[config.mk]
export PLATFORM = sky130hd
export DESIGN_NAME = bcast_fanout_unit
export DESIGN_NICKNAME = d
export VERILOG_FILES = /design/src/rtl/bcast_fanout_unit.sv
export SDC_FILE = /design/constraint.sdc
export NUM_CORES = 1
export LEC_CHECK = 0
export CAP_MARGIN = 40
export CORE_MARGIN = 2
export CORE_UTILIZATION = 47
export DETAILED_ROUTE_END_ITERATION = 12
export HOLD_SLACK_MARGIN = 0.1
export PLACE_DENSITY = 0.78
export SETUP_SLACK_MARGIN = 0.2
export SYNTH_ARGS = -nofsm -noshare
export SYNTH_HDL_FRONTEND = slang
export SYNTH_SLANG_ARGS = --single-unit
[constraint.sdc]
create_clock -name clk -period 2.4 [get_ports clk]
set_clock_uncertainty 0.05 [all_clocks]
set_input_delay 0.72 -clock clk [delete_from_list [all_inputs] [get_ports clk]]
set_output_delay 0.72 -clock clk [all_outputs]
set_load 0.02 [all_outputs]
[src/rtl/bcast_fanout_unit.sv]
// bcast_fanout_unit: replicates one downward broadcast flit into one copy per binomial-tree child.
// Latency: FIFO pop (rd_en) in cycle T presents the first copy in T+1; one copy per cycle when out_ready stays high.
// Backpressure: each copy is held stable while out_ready is low; the FIFO is not popped again until one DRAIN cycle after the last accept.
//
// Ports:
//   clk, rst (async, active-low)   single clock domain
//   packet_in / buf_empty / rd_en  first-word-fall-through FIFO head {children, flit}, pop is combinational
//   valid_out / out_ready          registered output copy handshake, out_packet is the copy
//   busy                           high whenever the FSM is not IDLE
//   done                           single-cycle pulse on acceptance of the final copy of a packet
// Optional build macro: BCAST_SELF_COPY_EN -- non-leaf packets also emit a local-delivery copy
//   (dst = own coordinates) ahead of the child copies.
module bcast_fanout_unit #(
  parameter logic [2:0]  rank_z       = 3'b0,
  parameter logic [2:0]  rank_y       = 3'b0,
  parameter logic [2:0]  rank_x       = 3'b0,
  parameter int unsigned lg_numprocs  = 3,
  parameter int unsigned PayloadWidth = 32
) (
  input  logic                                    clk,
  input  logic                                    rst,
  input  logic [PayloadWidth+50+lg_numprocs-1:0]  packet_in,
  input  logic                                    buf_empty,
  output logic                                    rd_en,
  input  logic                                    out_ready,
  output logic                                    valid_out,
  output logic [PayloadWidth+49:0]                out_packet,
  output logic                                    busy,
  output logic                                    done
);

  localparam int unsigned FlitWidth     = PayloadWidth + 50;
  localparam int unsigned ChildrenWidth = lg_numprocs;
  // contextId, tag, algtype, op and payload sit below the rank field and pass through untouched.
  localparam int unsigned LowWidth      = PayloadWidth + 22;
  localparam int unsigned ValidBit      = FlitWidth - 1;

  // Coordinates packed {z,y,x} are the rank itself, so dst/src fields are ranks zero-extended to 9 bits.
  localparam logic [8:0] Coords   = {rank_z, rank_y, rank_x};
  localparam logic [8:0] RankMask = 9'((10'd1 << lg_numprocs) - 10'd1);
  localparam logic [8:0] MyRank   = Coords & RankMask;

  // Number of subtrees below this node: trailing zeros of the rank, or the full tree depth at the root.
  function automatic logic [3:0] max_k_f(input logic [8:0] r);
    logic [3:0] k;
    k = 4'(lg_numprocs);
    for (int i = int'(lg_numprocs) - 1; i >= 0; i--) begin
      if (r[i]) k = 4'(i);
    end
    return k;
  endfunction

  localparam logic [3:0] MaxK = max_k_f(MyRank);

  // k is always below the trailing-zero count, so the add never carries into existing rank bits.
  function automatic logic [8:0] child_f(input logic [3:0] k);
    return MyRank + (9'd1 << k);
  endfunction

  function automatic logic [FlitWidth-1:0] mk_flit(input logic [8:0] dst, input logic [LowWidth-1:0] low);
    return {1'b1, dst, Coords, MyRank, low};
  endfunction

  typedef enum logic [1:0] {
    IDLE  = 2'd0,
    SEND  = 2'd1,
    DRAIN = 2'd2
  } state_t;

  state_t                 state_q, state_d;
  logic [FlitWidth-1:0]   out_q, out_d;
  logic [LowWidth-1:0]    low_q, low_d;
  logic [3:0]             k_q, k_d;     // subtree index of the next copy to present
  logic [3:0]             rem_q, rem_d; // copies still to present after the current one

  logic [ChildrenWidth-1:0] children;
  logic [LowWidth-1:0]      head_low;
  logic [3:0]               kcnt;
  logic                     unused_hdr;

  assign children   = packet_in[FlitWidth +: ChildrenWidth];
  assign head_low   = packet_in[LowWidth-1:0];
  // Incoming dst/src/rank are regenerated per copy, so they are intentionally dropped.
  assign unused_hdr = ^packet_in[LowWidth +: 27];

  // Children beyond what this rank can own are clamped rather than flagged.
  always_comb begin
    kcnt = 4'(children);
    if (32'(children) > 32'(MaxK)) kcnt = MaxK;
  end

  always_comb begin
    state_d = state_q;
    out_d   = out_q;
    low_d   = low_q;
    k_d     = k_q;
    rem_d   = rem_q;
    rd_en   = 1'b0;
    done    = 1'b0;
    case (state_q)
      IDLE: begin
        rd_en = !buf_empty;
        // A popped head with its valid bit clear is consumed and dropped without output.
        if (!buf_empty && packet_in[ValidBit]) begin
          low_d   = head_low;
          state_d = SEND;
          if (kcnt == 4'd0) begin
            out_d = mk_flit(MyRank, head_low);
            k_d   = 4'd0;
            rem_d = 4'd0;
          end else begin
`ifdef BCAST_SELF_COPY_EN
            out_d = mk_flit(MyRank, head_low);
            k_d   = kcnt - 4'd1;
            rem_d = kcnt;
`else
            out_d = mk_flit(child_f(kcnt - 4'd1), head_low);
            k_d   = kcnt - 4'd2;
            rem_d = kcnt - 4'd1;
`endif
          end
        end
      end
      SEND: begin
        if (out_ready) begin
          if (rem_q == 4'd0) begin
            done    = 1'b1;
            state_d = DRAIN;
          end else begin
            out_d = mk_flit(child_f(k_q), low_q);
            k_d   = k_q - 4'd1;
            rem_d = rem_q - 4'd1;
          end
        end
      end
      DRAIN: begin
        state_d = IDLE;
      end
      default: begin
        state_d = IDLE;
      end
    endcase
  end

  always_ff @(posedge clk or negedge rst) begin
    if (!rst) begin
      state_q <= IDLE;
      out_q   <= '0;
      low_q   <= '0;
      k_q     <= '0;
      rem_q   <= '0;
    end else begin
      state_q <= state_d;
      out_q   <= out_d;
      low_q   <= low_d;
      k_q     <= k_d;
      rem_q   <= rem_d;
    end
  end

  assign valid_out  = (state_q == SEND);
  assign busy       = (state_q != IDLE);
  assign out_packet = out_q;

endmodule
==> impl_metrics.ini <==
[die]
die_area_um2 = 13100
ios = 175
dieHeight_um = 115
core-area_um2 = 12000
start_util_pct = 48.0
die_w_um = 115
row_count = 40

[yosys]
synth_edf_count = 0
async_flop_share_pct = 100
synth_top_area_share_pct = 55.8
synth_cell_types = 39
yosysWarnings = 0
synth_top_area_cell = dfrtp_1
syn_area_um2 = 5740
synth_ff_type = dfrtp_1
yosysMostFrequentCell = dfrtp_1
postSynthAreaPerCell_um2 = 10.4
ys_seq_area_share_pct = 55.8
synthTopCellsByCount = dfrtp_1 (128), nand2_1 (127), nor2_1 (66), a31oi_1 (56), mux2_2 (54)
synth-seq-cells = 128
synth_cells = 550
ys_top_cells_by_area = dfrtp_1 (56%), mux2_2 (11%), nand2_1 (8.3%)

[clock_network]
clock-sinks = 128
cts_max_level = 4
cts.clk_slew.worst_paths_ns = 0.06
clk_path_buf_depth = 2
clk_latency_ns = 0.40
cts_root_buffer = clkbuf_16
cts_tree = done
cts_hold_buf = 0
numCtsBuffers = 17

[grt]
antenna_found_initial = 0
grt_pass1_vias = 4511
grt-ovfl-total = 0
grt_first_pass_wirelength_um = 20600
grt_usage_pct = 19.9
grt_max_degree = 71

[worst_hold_path]
hold_path_class = input pin to asynchronous set/reset pin

[sta]
finalCritPeriodShare_pct = 99.3
timing.fmax_mhz = 420
hold_viol_final = 0
final.setup.tns_ns = 0
rsz0062_at_grt = yes
tightest_slew_ns = 0.716
setup_slack_ns = 0.0167
fin_crit_ns = 2.38
finalHoldWorstSlack_ns = 0.246
slew_headroom_pct = 52.3
drv_slew = 0
finalSetupViolCount = 0

[placement]
io_buffers = 129
post-place-ws_ns = -0.372
gp_congestion = 0.802
hpwl_um = 8590

[job]
max_cap_viol_count = 0

[critical_path]
endpoint_kind = primary output
crit_path_top_delay_cell = dfrtp_1
r2r_setup_slack_ns = 0.35
cpPeakStageDelay_ns = 0.38
startpoint = rem_q[1]$_DFFE_PN0P_
critPathMaxFanout = 2
start_kind = flop
arrival_ns = 1.61
critPathKind = flop to primary output
critical_path.cell_chain = inv_2 -> ha_4 -> or3b_4 -> nor2_1 -> buf_4
rr_startpoint = state_q[1]$_DFFE_PN0P_
required_ns = 1.63

[detailed_routing]
first_pass_iters = 6
drtIter0Drc = 231
wl_per_cell_um = 14.7
viasPerCell = 5.18
drc = 0
wl_um = 12500
vias = 4398
final_antenna_net_count = 0

[cells_and_area]
syn2layout_area_growth_pct = 35.8
seqCellArea_um2 = 3200
drive_gt1_share_pct = 18.1
antenna_cells = 0
fill_cells = 952
utilization_pct = 65.2
finalNetCount = 786
multi_input_area_um2 = 2230

[power_and_ir_drop]
worst_ir_drop_vdd_mv = 0.659
leakage_nw = 3.40
p_per_area_nw_per_um2 = 1460

[outcome]
status = finished, final reports clean
per-layer routing:
layer,share of wire (%),vias up,global-route usage (%),wire length [µm]
met5,0,-,0,0
met2,52,121,35.8,6560
met1,42,2143,22.8,5210
li1,-,2116,-,-
met4,1.2,0,7.56,155
met3,4.7,18,5.03,589
worst paths after layout:
check                      depth (start not counted)                    endpoint
max reg2reg                                        5          k_q[3]$_DFFE_PN0P_
max in group asynchronous                          2  out_packet[31]$_DFFE_PN0P_
min                                                1  out_packet[78]$_DFFE_PN0P_
max                                                5                        done
min in group clk                                   1  out_packet[81]$_DFFE_PN0P_
min reg2reg                                        1  out_packet[81]$_DFFE_PN0P_
critical path: cells and delay by family, from the launching register on:
| kind | cells | cell delay, ns |
|---|---|---|
| buf+inv | 2 | 0.23 |
| flops | 1 | 0.38 |
| fa+ha+maj | 1 | 0.13 |
| simple gates | 2 | 0.47 |
per-stage QoR:
step	cells	power [mW]	area, µm²
final	849	11.4	7800
after global routing	849	12.1	7800
after global placement	816	8.63	7170
after CTS	849	11.5	7790
after floorplan	568	6.97	5810
after detailed placement	816	8.86	7170
final cells by class:
type | instances | area share, %
Clock buffer | 20 | 5.99
Clock inverter | 12 | 1.72
Inverter | 6 | 0.289
Multi-Input combinational cell | 381 | 28.5
Sequential cell | 128 | 41.1
Tap cell | 147 | 2.36
Timing Repair Buffer | 155 | 20.0
registers in the layout, indices dropped and copies added (netlist names):
register    count
k_q             4
low_q          54
out_packet     64
rem_q           4
state_q         2
cell usage in the layout (no fill, tap or decap), drive strengths merged, types with 11 or more instances in the layout:
cell type and instances:
clkbuf 21, nor2 66, a31oi 56, nand2 127, conb 20, buf 29, mux2 54, dfrtp 128
clkdlybuf4s50 118, o21ai 11
timing repair:
action,CTS,global route
endpoints found under the setup margin,15,8
pin swaps,2,1
gates resized for setup,20,7
buffers inserted,1,0
logic make-up after synthesis:
| logic type | share of synthesized area (%) |
|---|---|
| xor gates and xnor gates | 0.153 |
| other | 0.131 |
| and+or+nand+nor | 15.1 |
| muxes | 10.6 |
| AOI/OAI and AO/OA | 9.33 |
| buffers and inverters | 7.15 |
| adders and majority gates | 1.74 |
| DFF | 55.8 |
power by group:
group / leakage [nW] / switching [mW] / internal [mW] / total, mW
Combinational: 1.62 / 2.64 / 2.32 / 4.96
Clock: 0.281 / 0.945 / 1.61 / 2.56
Sequential: 1.50 / 0.595 / 3.24 / 3.84
Total: 3.40 / 4.18 / 7.17 / 11.4
Power figures use the tool's default switching activity.
